## config.mk

```make
export PLATFORM = sky130hd
export DESIGN_NAME = mod_aud_fm_seq_flat
export DESIGN_NICKNAME = d
export VERILOG_FILES = /design/src/rtl/mod_aud_fm_seq_if.sv /design/src/rtl/mod_aud_fm_seq.sv /design/src/flat_wrapper.sv
export SDC_FILE = /design/constraint.sdc
export NUM_CORES = 1
export LEC_CHECK = 0
export BUFFER_PORTS_ARGS = -buffer_cell sky130_fd_sc_hd__buf_2
export CAP_MARGIN = 10
export CORE_MARGIN = 2
export CORE_UTILIZATION = 49
export CTS_CLUSTER_SIZE = 25
export DETAILED_ROUTE_END_ITERATION = 10
export PLACE_DENSITY = 0.77
export SKIP_LAST_GASP = 1
export SYNTH_ARGS = -nofsm -noshare
export SYNTH_HDL_FRONTEND = slang
export SYNTH_SLANG_ARGS = --single-unit
```

## constraint.sdc

```tcl
create_clock -name clock -period 5.1 [get_ports clock]
set_input_delay 0 -clock clock [delete_from_list [all_inputs] [get_ports clock]]
set_output_delay 0 -clock clock [all_outputs]
set_load 0.02 [all_outputs]
```

## src/rtl/mod_aud_fm_seq_if.sv

```systemverilog
`default_nettype none
// ============================================================================
// Module      : mod_aud_fm_seq_if
// Description : Command-push and FM synth write-port bundle for mod_aud_fm_seq.
// Revision    : 1.0 - initial release
// ============================================================================
interface mod_aud_fm_seq_if;
    logic        cmdValid;
    logic [7:0]  cmdDelay;
    logic [3:0]  cmdChan;
    logic [2:0]  cmdReg;
    logic [31:0] cmdData;
    logic        cmdReady;

    logic [31:0] busAddr;
    logic [31:0] busOutData;
    logic [4:0]  busOpm;
    logic [1:0]  busOK;

    // master: the sequencer (accepts commands, drives the synth bus)
    modport master (
        input  cmdValid, cmdDelay, cmdChan, cmdReg, cmdData, busOK,
        output cmdReady, busAddr, busOutData, busOpm
    );

    // slave: command producer and FM synth side
    modport slave (
        output cmdValid, cmdDelay, cmdChan, cmdReg, cmdData, busOK,
        input  cmdReady, busAddr, busOutData, busOpm
    );
endinterface
`default_nettype wire

```

## src/rtl/mod_aud_fm_seq.sv

```systemverilog
`default_nettype none
// ============================================================================
// Module      : mod_aud_fm_seq
// Description : Timed FM-synth register write sequencer with command FIFO.
// Revision    : 1.0 - initial release
// ============================================================================
module mod_aud_fm_seq #(
    parameter int          FIFO_DEPTH = 16,
    parameter logic [15:0] TICK_INC   = 16'h0029,
    parameter logic [4:0]  SEQ_OPM_WR = 5'h12
) (
    input  wire                           clock,
    input  wire                           reset,
    input  wire                           flush,
    mod_aud_fm_seq_if.master              bus,
    output logic [$clog2(FIFO_DEPTH):0]   fifoCount,
    output logic                          busy,
    output logic                          fault
);

    localparam int AW = $clog2(FIFO_DEPTH);
    localparam int CW = AW + 1;
    localparam int EW = 47;

    localparam logic [CW-1:0] c_full      = CW'(FIFO_DEPTH);
    localparam logic [31:0]   c_bus_base  = 32'h0008_C000;
    localparam logic [1:0]    c_rsp_ready = 2'b00;
    localparam logic [1:0]    c_rsp_ok    = 2'b01;
    localparam logic [1:0]    c_rsp_fault = 2'b11;

    typedef enum logic [1:0] {
        ST_IDLE    = 2'd0,
        ST_WAIT    = 2'd1,
        ST_ISSUE   = 2'd2,
        ST_RELEASE = 2'd3
    } state_t;

    state_t          state_q, state_d;
    logic [15:0]     acc_q, acc_d;
    logic            w_tick;

    logic [AW-1:0]   wr_ptr_q, wr_ptr_d;
    logic [AW-1:0]   rd_ptr_q, rd_ptr_d;
    logic [CW-1:0]   count_q, count_d;
    logic [EW-1:0]   mem_q [FIFO_DEPTH];
    logic [EW-1:0]   w_head;
    logic            w_push, w_pop, w_ready;

    logic [7:0]      delay_q, delay_d;
    logic [3:0]      act_chan_q, act_chan_d;
    logic [2:0]      act_rsel_q, act_rsel_d;
    logic [31:0]     act_data_q, act_data_d;

    logic [31:0]     bus_addr_q, bus_addr_d;
    logic [31:0]     bus_data_q, bus_data_d;
    logic [4:0]      bus_opm_q, bus_opm_d;
    logic            fault_q, fault_d;

    function automatic logic [31:0] synth_addr(input logic [3:0] chan, input logic [2:0] rsel);
        return c_bus_base | {23'd0, chan, 5'd0} | {27'd0, rsel, 2'd0};
    endfunction

    // Fractional tick: carry out of the 16-bit phase accumulator.
    assign {w_tick, acc_d} = {1'b0, acc_q} + {1'b0, TICK_INC};

    assign w_ready = (count_q != c_full);
    assign w_push  = bus.cmdValid && w_ready && !flush;
    assign w_head  = mem_q[rd_ptr_q];

    // FIFO storage carries no reset; only the pointers and count define validity.
    always_ff @(posedge clock) begin
        if (w_push) begin
            mem_q[wr_ptr_q] <= {bus.cmdDelay, bus.cmdChan, bus.cmdReg, bus.cmdData};
        end
    end

    always_comb begin
        wr_ptr_d = wr_ptr_q;
        rd_ptr_d = rd_ptr_q;
        count_d  = count_q;
        if (flush) begin
            wr_ptr_d = '0;
            rd_ptr_d = '0;
            count_d  = '0;
        end else begin
            if (w_push) wr_ptr_d = wr_ptr_q + 1'b1;
            if (w_pop)  rd_ptr_d = rd_ptr_q + 1'b1;
            if (w_push && !w_pop)      count_d = count_q + 1'b1;
            else if (w_pop && !w_push) count_d = count_q - 1'b1;
        end
    end

    // Bus outputs are computed alongside the next state so they are registered
    // on the same edge that enters ISSUE or RELEASE.
    always_comb begin
        state_d    = state_q;
        delay_d    = delay_q;
        act_chan_d = act_chan_q;
        act_rsel_d = act_rsel_q;
        act_data_d = act_data_q;
        bus_addr_d = bus_addr_q;
        bus_data_d = bus_data_q;
        bus_opm_d  = bus_opm_q;
        fault_d    = fault_q;
        w_pop      = 1'b0;

        unique case (state_q)
            ST_IDLE: begin
                if ((count_q != '0) && !flush) begin
                    w_pop      = 1'b1;
                    delay_d    = w_head[46:39];
                    act_chan_d = w_head[38:35];
                    act_rsel_d = w_head[34:32];
                    act_data_d = w_head[31:0];
                    if (w_head[46:39] != 8'd0) begin
                        state_d = ST_WAIT;
                    end else begin
                        state_d    = ST_ISSUE;
                        bus_addr_d = synth_addr(w_head[38:35], w_head[34:32]);
                        bus_data_d = w_head[31:0];
                        bus_opm_d  = SEQ_OPM_WR;
                    end
                end
            end

            ST_WAIT: begin
                if (flush) begin
                    state_d = ST_IDLE;
                end else if (w_tick) begin
                    if (delay_q == 8'd1) begin
                        state_d    = ST_ISSUE;
                        bus_addr_d = synth_addr(act_chan_q, act_rsel_q);
                        bus_data_d = act_data_q;
                        bus_opm_d  = SEQ_OPM_WR;
                    end else begin
                        delay_d = delay_q - 8'd1;
                    end
                end
            end

            ST_ISSUE: begin
                if ((bus.busOK == c_rsp_ok) || (bus.busOK == c_rsp_fault)) begin
                    state_d    = ST_RELEASE;
                    bus_addr_d = '0;
                    bus_opm_d  = '0;
                    if (bus.busOK == c_rsp_fault) fault_d = 1'b1;
                end
            end

            ST_RELEASE: begin
                if (bus.busOK == c_rsp_ready) state_d = ST_IDLE;
            end

            default: begin
                state_d   = ST_IDLE;
                bus_opm_d = '0;
            end
        endcase
    end

    always_ff @(posedge clock or posedge reset) begin
        if (reset) begin
            state_q    <= ST_IDLE;
            acc_q      <= '0;
            wr_ptr_q   <= '0;
            rd_ptr_q   <= '0;
            count_q    <= '0;
            delay_q    <= '0;
            act_chan_q <= '0;
            act_rsel_q <= '0;
            act_data_q <= '0;
            bus_addr_q <= '0;
            bus_data_q <= '0;
            bus_opm_q  <= '0;
            fault_q    <= 1'b0;
        end else begin
            state_q    <= state_d;
            acc_q      <= acc_d;
            wr_ptr_q   <= wr_ptr_d;
            rd_ptr_q   <= rd_ptr_d;
            count_q    <= count_d;
            delay_q    <= delay_d;
            act_chan_q <= act_chan_d;
            act_rsel_q <= act_rsel_d;
            act_data_q <= act_data_d;
            bus_addr_q <= bus_addr_d;
            bus_data_q <= bus_data_d;
            bus_opm_q  <= bus_opm_d;
            fault_q    <= fault_d;
        end
    end

    assign bus.cmdReady   = w_ready;
    assign bus.busAddr    = bus_addr_q;
    assign bus.busOutData = bus_data_q;
    assign bus.busOpm     = bus_opm_q;
    assign fifoCount      = count_q;
    assign busy           = (state_q != ST_IDLE) || (count_q != '0);
    assign fault          = fault_q;

endmodule
`default_nettype wire
```

## src/flat_wrapper.sv

```systemverilog
// flat-port wrapper written by rule: the top's interface ports become plain ports
module mod_aud_fm_seq_flat 
#(
    parameter int          FIFO_DEPTH = 16,
    parameter logic [15:0] TICK_INC   = 16'h0029,
    parameter logic [4:0]  SEQ_OPM_WR = 5'h12
)
  (clock, reset, flush, fifoCount, busy, fault, bus_cmdValid, bus_cmdDelay, bus_cmdChan, bus_cmdReg, bus_cmdData, bus_busOK, bus_cmdReady, bus_busAddr, bus_busOutData, bus_busOpm);
  mod_aud_fm_seq_if bus_i ();
  input  wire clock;
  input  wire reset;
  input  wire flush;
  output logic [$clog2(FIFO_DEPTH):0] fifoCount;
  output logic busy;
  output logic fault;
  input wire logic [$bits(bus_i.cmdValid)-1:0] bus_cmdValid;
  input wire logic [$bits(bus_i.cmdDelay)-1:0] bus_cmdDelay;
  input wire logic [$bits(bus_i.cmdChan)-1:0] bus_cmdChan;
  input wire logic [$bits(bus_i.cmdReg)-1:0] bus_cmdReg;
  input wire logic [$bits(bus_i.cmdData)-1:0] bus_cmdData;
  input wire logic [$bits(bus_i.busOK)-1:0] bus_busOK;
  output wire logic [$bits(bus_i.cmdReady)-1:0] bus_cmdReady;
  output wire logic [$bits(bus_i.busAddr)-1:0] bus_busAddr;
  output wire logic [$bits(bus_i.busOutData)-1:0] bus_busOutData;
  output wire logic [$bits(bus_i.busOpm)-1:0] bus_busOpm;
  assign bus_i.cmdValid = bus_cmdValid;
  assign bus_i.cmdDelay = bus_cmdDelay;
  assign bus_i.cmdChan = bus_cmdChan;
  assign bus_i.cmdReg = bus_cmdReg;
  assign bus_i.cmdData = bus_cmdData;
  assign bus_i.busOK = bus_busOK;
  assign bus_cmdReady = bus_i.cmdReady;
  assign bus_busAddr = bus_i.busAddr;
  assign bus_busOutData = bus_i.busOutData;
  assign bus_busOpm = bus_i.busOpm;
  mod_aud_fm_seq #(.FIFO_DEPTH(FIFO_DEPTH), .TICK_INC(TICK_INC), .SEQ_OPM_WR(SEQ_OPM_WR)) u_core (.clock(clock), .reset(reset), .flush(flush), .bus(bus_i), .fifoCount(fifoCount), .busy(busy), .fault(fault));
endmodule
```

==> metrics.md, run 1 <==
| Metric | Value |
|---|---|
| Clk_skew | 30.8 ps |
| Number of global-route vias before repair | between 15k and 20k |
| Remaining global-route overflow | 0 |
| Port Buffers | 104 |
| Layout Nets | 1950 |
| Initial antenna violation count | 5 |
| Post CTS Setup Buffer Count | 0 |
| Die Y | about 270 um |
| Number of synthesized flops with an enable pin | 752 |
| DRT Pass-1 Iters | 7 |
| Pwr per Cell Area | 465 nW/um^2 |
| Syn Inst Count | 1676 |
| Crit path DAT | 4190 ps |
| Slew Viols, Final | 0 |
| Yosys warning total | 0 |
| Crit end category | flip-flop |
| Final min period | 3680 ps |
| DP Worst Slack | around 1500 ps |
| Mapped Area | 34300 sq um |
| Layout cell share with drive strength beyond 1 | a little under a third |
| Post-Place Cell Area | between 30000 and 40000 sq um |
| Largest net degree at the start of global routing | between 100 and 150 |
| Clk pwr share | 36.5% |
| Die ar. | 72100 sq um |
| Residual DRC | 0 |
| Setup CP Type | flip-flop to flip-flop |
| Final Util | 57.3% |
| Initial DRC count | between 1.5k and 2k |
| Site row count | 96 |
| Die X | 268 um |
| Top FF cell, synth | edfxtp_1 |
| Met3 Use GR | 4.40% |
| Slowest stage cell, crit path | dfrtp_4 |
| CTS root buf | clkbuf_16 |
| Slowest Stage Delay on Critical Path | 850 ps |
| Initial Util | approximately half |
| Fraction of registers with async set or reset after synthesis | between 10% and 20% |
| # IOs | 130 |
| PnR Total Power | between 15000 and 20000 uW |
| Most used routing layer | met2 |
| Global Route met1 Usage | 30.1% |
| Cells along the critical path | buf_4, nand3_1, and3_1, o2111ai_2, nor2_1, a31oi_4, buf_12, mux2_2 |
| Reg power frac | 45.8% |
| DR vias/cell | roughly 6 |
| Rel. slew slack | 24.0% |
| CTS tree | yes |
| Worst setup margin | ~1400 ps |
| Final GP Congestion | between 0.7 and 0.8 |
| Worst Path Required | 5610 ps |
| First-pass GRT wire length | ~120000 um |
| Final setup viols | 0 |
| Leading area contributor after synthesis | edfxtp_1 |
| Internal power | 13600 uW |
| Lkg Pwr | approximately 0.013 uW |
| Detailed-route via count | 17.2k |
| Comb pwr share | 17.7% |
| Dominant cells by area after synthesis | edfxtp_1 66%, mux4_2 15%, dfrtp_1 8.8% |
| H-tree depth | 3 |
| CTS sink count | ~870 |
| Post-CTS resize count | 0 |
| RSZ-0062 raised after global routing | no |
| Sequential area share after synthesis | around 75% |
| Slew @ Worst Pin | 1130 ps |
| Synth Register Bits | 872 |
| Synthesized area per cell | about 20 sq um |
| Yosys cell types | 56 |
| Switch Pwr | 4780 uW |
| DR WL/cell | 27.3 um |
| Reg clk slew, reported paths | 60 ps |
| CTS Buffer Depth | 3 |
| Critical Path Source Type | flip-flop |
| Post-route cell area | around 40000 sq um |
| Sw Ratio | 26.0% |
| Global Route met2 Usage | 36.9% |
| Detailed placement HPWL | 41500 um |
| Max_cap viols | 0 |
| Area growth syn-to-layout | 15.3% |
| Cts hold-fix bufs | 53 |
| Hold crit path type | primary input to asynchronous set/reset pin |
| Hold Vio Cnt, Final | 0 |
| Worst-path fanout max | 28 |
| Core area | 68900 sq um |
| Gr usage total | 22.3% |
| Status | finished clean |
| Cts bufs inserted | 87 |
| Final TNS setup | 0 ps |
| Final worst path period share | 72.2% |
| Total wire length | just under 80000 um |
| Routed Antenna Nets | 0 |
| Top-area cell type share of the netlist area | 65.9% |
| Peak supply drop | between 0.0002 and 0.0003 V |
| Max Fclk | 272 MHz |
| Clk_lat worst skew | roughly 660 ps |
## cells in the final DEF, fill, tap and decap left out, types with 5 or more instances in the layout
| cell type | count |
|---|---|
| edfxtp_1 | 752 |
| mux4_2 | 221 |
| nand2_1 | 131 |
| dfrtp_1 | 116 |
| buf_2 | 104 |
| clkbuf_16 | 88 |
| mux2_2 | 67 |
| dlygate4sd3_1 | 53 |
| nor2_1 | 37 |
| buf_4 | 35 |
| o21ai_0 | 25 |
| conb_1 | 25 |
| inv_1 | 23 |
| mux2i_1 | 19 |
| clkinv_2 | 19 |
| nand3_1 | 18 |
| ha_1 | 17 |
| a21oi_1 | 16 |
| xnor2_1 | 15 |
| bufinv_16 | 13 |
| nor2_4 | 12 |
| clkbuf_1 | 11 |
| clkinv_1 | 10 |
| xor2_1 | 9 |
| clkbuf_8 | 9 |
| and3_1 | 8 |
| a22oi_1 | 7 |
| a221oi_1 | 7 |
| nor3_1 | 6 |
| mux2_1 | 5 |
| inv_6 | 5 |
| clkinvlp_4 | 5 |
## registers in the layout, summed over array words and instances (netlist names)
name / flops
u_core.rd_ptr_q: 4
u_core.act_rsel_q: 3
u_core.delay_q: 8
u_core.act_chan_q: 4
u_core.bus.busOpm: 1
u_core.mem_q: 752
u_core.state_q: 2
u_core.fault: 1
u_core.wr_ptr_q: 4
u_core.acc_q: 16
u_core.bus.busOutData: 32
u_core.bus.busAddr: 8
u_core.fifoCount: 5
u_core.act_data_q: 32
## layout make-up
type	count	area, sq um
Clock buffer	108	2370
Sequential cell	872	25600
Fill cell	4899	29400
Clock inverter	55	666
Timing Repair Buffer	196	1390
Tap cell	931	1160
Inverter	25	98.8
Antenna cell	2	5.00
Multi-Input combinational cell	696	8220
## Yosys cell counts (2+ instances only)
cell type / instances
nor4_1: 3
o21ai_0: 25
a22oi_1: 7
a21o_1: 2
a21oi_1: 16
buf_4: 33
and3_1: 8
nand2b_1: 4
nor2b_1: 4
edfxtp_1: 752
xor2_1: 9
nand2_1: 131
inv_1: 24
buf_6: 4
mux2_1: 5
nand4_1: 4
nand3_1: 18
nor3_1: 10
mux2i_1: 19
and2_1: 2
ha_1: 18
o22a_1: 4
mux2_2: 67
buf_1: 2
buf_2: 19
or3_1: 2
nor2_1: 49
clkbuf_1: 48
dfrtp_1: 120
mux4_2: 221
xnor2_1: 15
a221oi_1: 7
## per-layer routing
metal	up-vias	routed length [um]
met2	948	40000
met5	-	27
met3	128	6500
met1	8998	30200
li1	7111	-
met4	4	1840
## logic make-up after synthesis
group	Yosys count	synth area share [%]
flops	872	74.6
mux	312	17.4
simple gates	241	3.06
buf+inv	132	2.00
compound gates	75	1.51
xor+xnor	24	0.613
fa+ha+maj	19	0.715
other cells	1	0.0109
## per-stage QoR
step / hold slack (ps) / std cells
after global placement: 226 / 2667
after CTS: 88.7 / 2883
final: 84.1 / 2885
after floorplan: 98.9 / 1700
after detailed placement: 247 / 2667
after global routing: 162 / 2885
## power groups by stage
stage               Combinational [uW]  Clock (uW)  Sequential [uW]
floorplan                         2390           0             8480
global placement                  3100           0             8520
detailed placement                3190           0             8550
CTS                               3270        6780             8410
global route                      3510        7060             8450
finish                            3250        6690             8410
## worst max-delay path: cells and delay by family (launching register included)
kind	cells	cell delay (ps)
compound gates	2	750
simple gates	3	530
buf+inv	2	970
flops	1	850
mux	1	360
## final timing paths
path / start / endpoint / slack, ps / cells after the start
worst min-delay path: reset / u_core.bus.busOutData[25] / 80 / 3
max in group asynchronous: reset / u_core.bus.busAddr[8] / 3870 / 4
worst min register to register: u_core.acc_q[0] / u_core.acc_q[0] / 450 / 1
min in group clock: bus_cmdData[31] / u_core.mem_q[2][31] / 260 / 2
worst max register to register: u_core.rd_ptr_q[3] / u_core.bus.busOutData[29] / 1420 / 8
worst max-delay path: u_core.rd_ptr_q[3] / u_core.bus.busOutData[29] / 1420 / 8
Note: power is estimated with default switching activity, not from simulation.
==> run 2: changes to the inputs <==
--- a/config.mk
+++ b/config.mk
@@ -11,7 +11,7 @@
 export CORE_UTILIZATION = 49
 export CTS_CLUSTER_SIZE = 25
 export DETAILED_ROUTE_END_ITERATION = 10
-export PLACE_DENSITY = 0.77
+export PLACE_DENSITY = 0.75
 export SKIP_LAST_GASP = 1
 export SYNTH_ARGS = -nofsm -noshare
 export SYNTH_HDL_FRONTEND = slang
==> constraint.sdc (replaced) <==
create_clock -name clock -period 3.7 [get_ports clock]
set_input_delay 0 -clock clock [delete_from_list [all_inputs] [get_ports clock]]
set_output_delay 0 -clock clock [all_outputs]
set_load 0.02 [all_outputs]
==> run 2 against run 1 <==
Setup slack worse by 880 ps. Worst hold slack worse by 40 ps. Combinational power rose by 41%. Utilization increased by 0.22 points. Die area is the same. Final area grew 0.38%. Clock power is 37% higher. Sequential power grew 37%. Via count decreased by 0.61%. Wire length is 2.1% lower. Largest power group unchanged.
==> metrics.md, run 2 (synthesis results as in run 1) <==
| Metric | Value |
|---|---|
| Status | finished clean (unchanged) |
| Register Area | 25600 sq um (unchanged) |
| Slew @ Worst Pin | 1090 ps (was 1130 ps) |
| Max Used Layer | met5 (unchanged) |
| Final min period | 3160 ps (was 3680 ps) |
| Most frequent cells in the layout | 752 x edfxtp_1, 221 x mux4_2, 131 x nand2_1 (unchanged) |
| Port Buffers | 104 (unchanged) |
| CTS tree | yes (unchanged) |
| Final GP Congestion | 0.788 (was 0.776) |
| Detailed placement HPWL | 38400 um (was 41500 um) |
| Cells along the critical path | nor2b_1, a221oi_1, a22oi_1, o21ai_2, a2111oi_2, a31oi_4, buf_12, mux2_1 (was buf_4, nand3_1, and3_1, o2111ai_2, nor2_1, a31oi_4, buf_12, mux2_2) |
| Clk_skew | 31.8 ps (was 30.8 ps) |
| Initial antenna violation count | 2 (was 5) |
| Routed Antenna Nets | 0 (unchanged) |
| Post CTS Setup Buffer Count | 0 (unchanged) |
| PnR Total Power | 25300 uW (was 18400 uW) |
| H-tree depth | 3 (unchanged) |
| Cts bufs inserted | 87 (unchanged) |
| Die ar. | 72100 sq um (unchanged) |
| Worst-path fanout max | 32 (was 28) |
| Clk_lat worst skew | 660 ps (about the same) |
| Slew Viols, Final | 0 (unchanged) |
| Die X | 268 um (unchanged) |
| CTS Buffer Depth | 3 (unchanged) |
| Rel. slew slack | 27.3% (was 24.0%) |
| DRT Pass-1 Iters | 5 (was 7) |
| Critical Path Source Type | flip-flop (unchanged) |
| Final TNS setup | 0 ps (unchanged) |
| Slowest stage cell, crit path | dfrtp_4 (unchanged) |
| Max reg flops | 752 (unchanged) |
| Initial DRC count | 1929 (was 1941) |
| Setup CP Type | flip-flop to flip-flop (unchanged) |
| Commonest non-fill, non-tap cell in the layout | edfxtp_1 (unchanged) |
| Site row count | 96 (unchanged) |
| Gr usage total | 21.9% (was 22.3%) |
| DR vias/cell | 5.92 (was 5.96) |
| Internal power | 18600 uW (was 13600 uW) |
| Worst Path Required | 4230 ps (was 5610 ps) |
| Lkg Pwr | 0.0134 uW (about the same) |
| RSZ-0062 raised after global routing | no (unchanged) |
| DR WL met3 | 6000 um (was 6500 um) |
| Largest net degree at the start of global routing | 106 (was 109) |
| Footprint of the multi-input gates | 8230 sq um (was 8220 sq um) |
| Residual DRC | 0 (unchanged) |
| Peak supply drop | 0.000383 V (was 0.000293 V) |
| CTS sink count | 872 (unchanged) |
| Area growth syn-to-layout | 15.7% (was 15.3%) |
| Layout cell share with drive strength beyond 1 | 30.8% (was 31.1%) |
| Diodes inserted | 0 (was 2) |
| CTS root buf | clkbuf_16 (unchanged) |
| Switch Pwr | 6630 uW (was 4780 uW) |
| DR WL/cell | 26.7 um (was 27.3 um) |
| Crit end category | flip-flop (unchanged) |
| Fill cells | 4999 (was 4899) |
| Reg power frac | 45.6% (was 45.8%) |
| Comb pwr share | 18.1% (was 17.7%) |
| Top delay family on crit path | compound AO/OA/AOI/OAI gates (was buffers and inverters) |
| # IOs | 130 (unchanged) |
| Clk pwr share | 36.2% (was 36.5%) |
| Post-Place Cell Area | 36100 sq um (was 35900 sq um) |
| Pwr per Cell Area | 637 nW/um^2 (was 465 nW/um^2) |
| Max_cap viols | 0 (unchanged) |
| Reg clk slew, reported paths | 60 ps (about the same) |
| Remaining global-route overflow | 0 (unchanged) |
| Max Fclk | 317 MHz (was 272 MHz) |
| First-pass GRT wire length | 114000 um (was 117000 um) |
| Post-route cell area | 39700 sq um (was 39500 sq um) |
| Met2 WL | 38900 um (was 40000 um) |
| Slowest Stage Delay on Critical Path | 740 ps (was 850 ps) |
| Initial Util | 49.7% (unchanged) |
| Buf/Inv on CP | 1 (was 2) |
| Total wire length | 77000 um (was 78600 um) |
| Final worst path period share | 85.4% (was 72.2%) |
| Metal1 wirelength | 30400 um (was 30200 um) |
| Hold Vio Cnt, Final | 0 (unchanged) |
| Number of global-route vias before repair | 17.7k (was 17.8k) |
| Layout Nets | 1953 (was 1950) |
| Crit path DAT | 3690 ps (was 4190 ps) |
| Hold crit path type | primary input to asynchronous set/reset pin (unchanged) |
| Die Y | 268 um (unchanged) |
| Final setup viols | 0 (unchanged) |
| Post-CTS resize count | 0 (unchanged) |
| Top reg by flops | u_core.mem_q (unchanged) |
| Detailed-route via count | 17.1k (was 17.2k) |
| Sw Ratio | 26.2% (was 26.0%) |
| Core area | 68900 sq um (unchanged) |
==> run 2: final timing paths <==
path | start | endpoint | slack [ps] | cells past startpoint
max in group asynchronous | reset | u_core.act_data_q[10] | 2650 | 4
min | reset | u_core.bus.busOutData[27] | 40 | 3
max reg2reg | u_core.rd_ptr_q[1] | u_core.bus.busOutData[31] | 540 | 8
max | u_core.rd_ptr_q[1] | u_core.bus.busOutData[31] | 540 | 8
min in group clock | bus_cmdDelay[7] | u_core.mem_q[14][46] | 260 | 2
min reg2reg | u_core.acc_q[0] | u_core.acc_q[0] | 450 | 1
==> run 2: metal layers <==
metal  track usage (%)  up-vias
li1                  -     7111
met1              30.0     9069
met2              36.2      764
met3              4.58      137
met4              6.02        4
met5                 0        -
==> run 2: cell type report <==
| class | count | area share, % |
|---|---|---|
| clock inverters | 58 | 1.80 |
| multi-input cells | 696 | 20.7 |
| repair buffers | 199 | 3.99 |
| inverters | 25 | 0.249 |
| clock buffers | 106 | 5.74 |
| well taps | 931 | 2.94 |
| flip-flops and latches | 872 | 64.5 |
==> run 2: power by group through the flow <==
| stage | registers (uW) | clock network [uW] | logic (uW) |
|---|---|---|---|
| final | 11500 | 9160 | 4580 |
| after CTS | 11500 | 9280 | 4610 |
| after global routing | 11600 | 9630 | 4960 |
| after detailed placement | 11700 | 0 | 4510 |
| after global placement | 11700 | 0 | 4370 |
| after floorplan | 11700 | 0 | 3300 |
==> run 2: tightest hold or removal path: cells and delay by family <==
family                 cells  cell delay (ps)
buffers and inverters      3             1170
==> run 2: per-stage QoR <==
stage          setup WS, ps  hold WS (ps)  std cells  util (%)
3_3_place_gp            624           172       2669      52.4
3_5_place_dp            575           180       2669      52.4
5_1_grt                 423          91.6       2887      57.5
2_1_floorplan         -1370          98.9       1700         -
4_1_cts                 560          37.5       2887      57.5
6_report                542          43.8       2887      57.5
==> run 2: what timing repair did <==
item | CTS | global route
hold buffers | 54 | 0
endpoints found under the setup margin | 0 | 0
hold endpoints to repair | 836 | 0
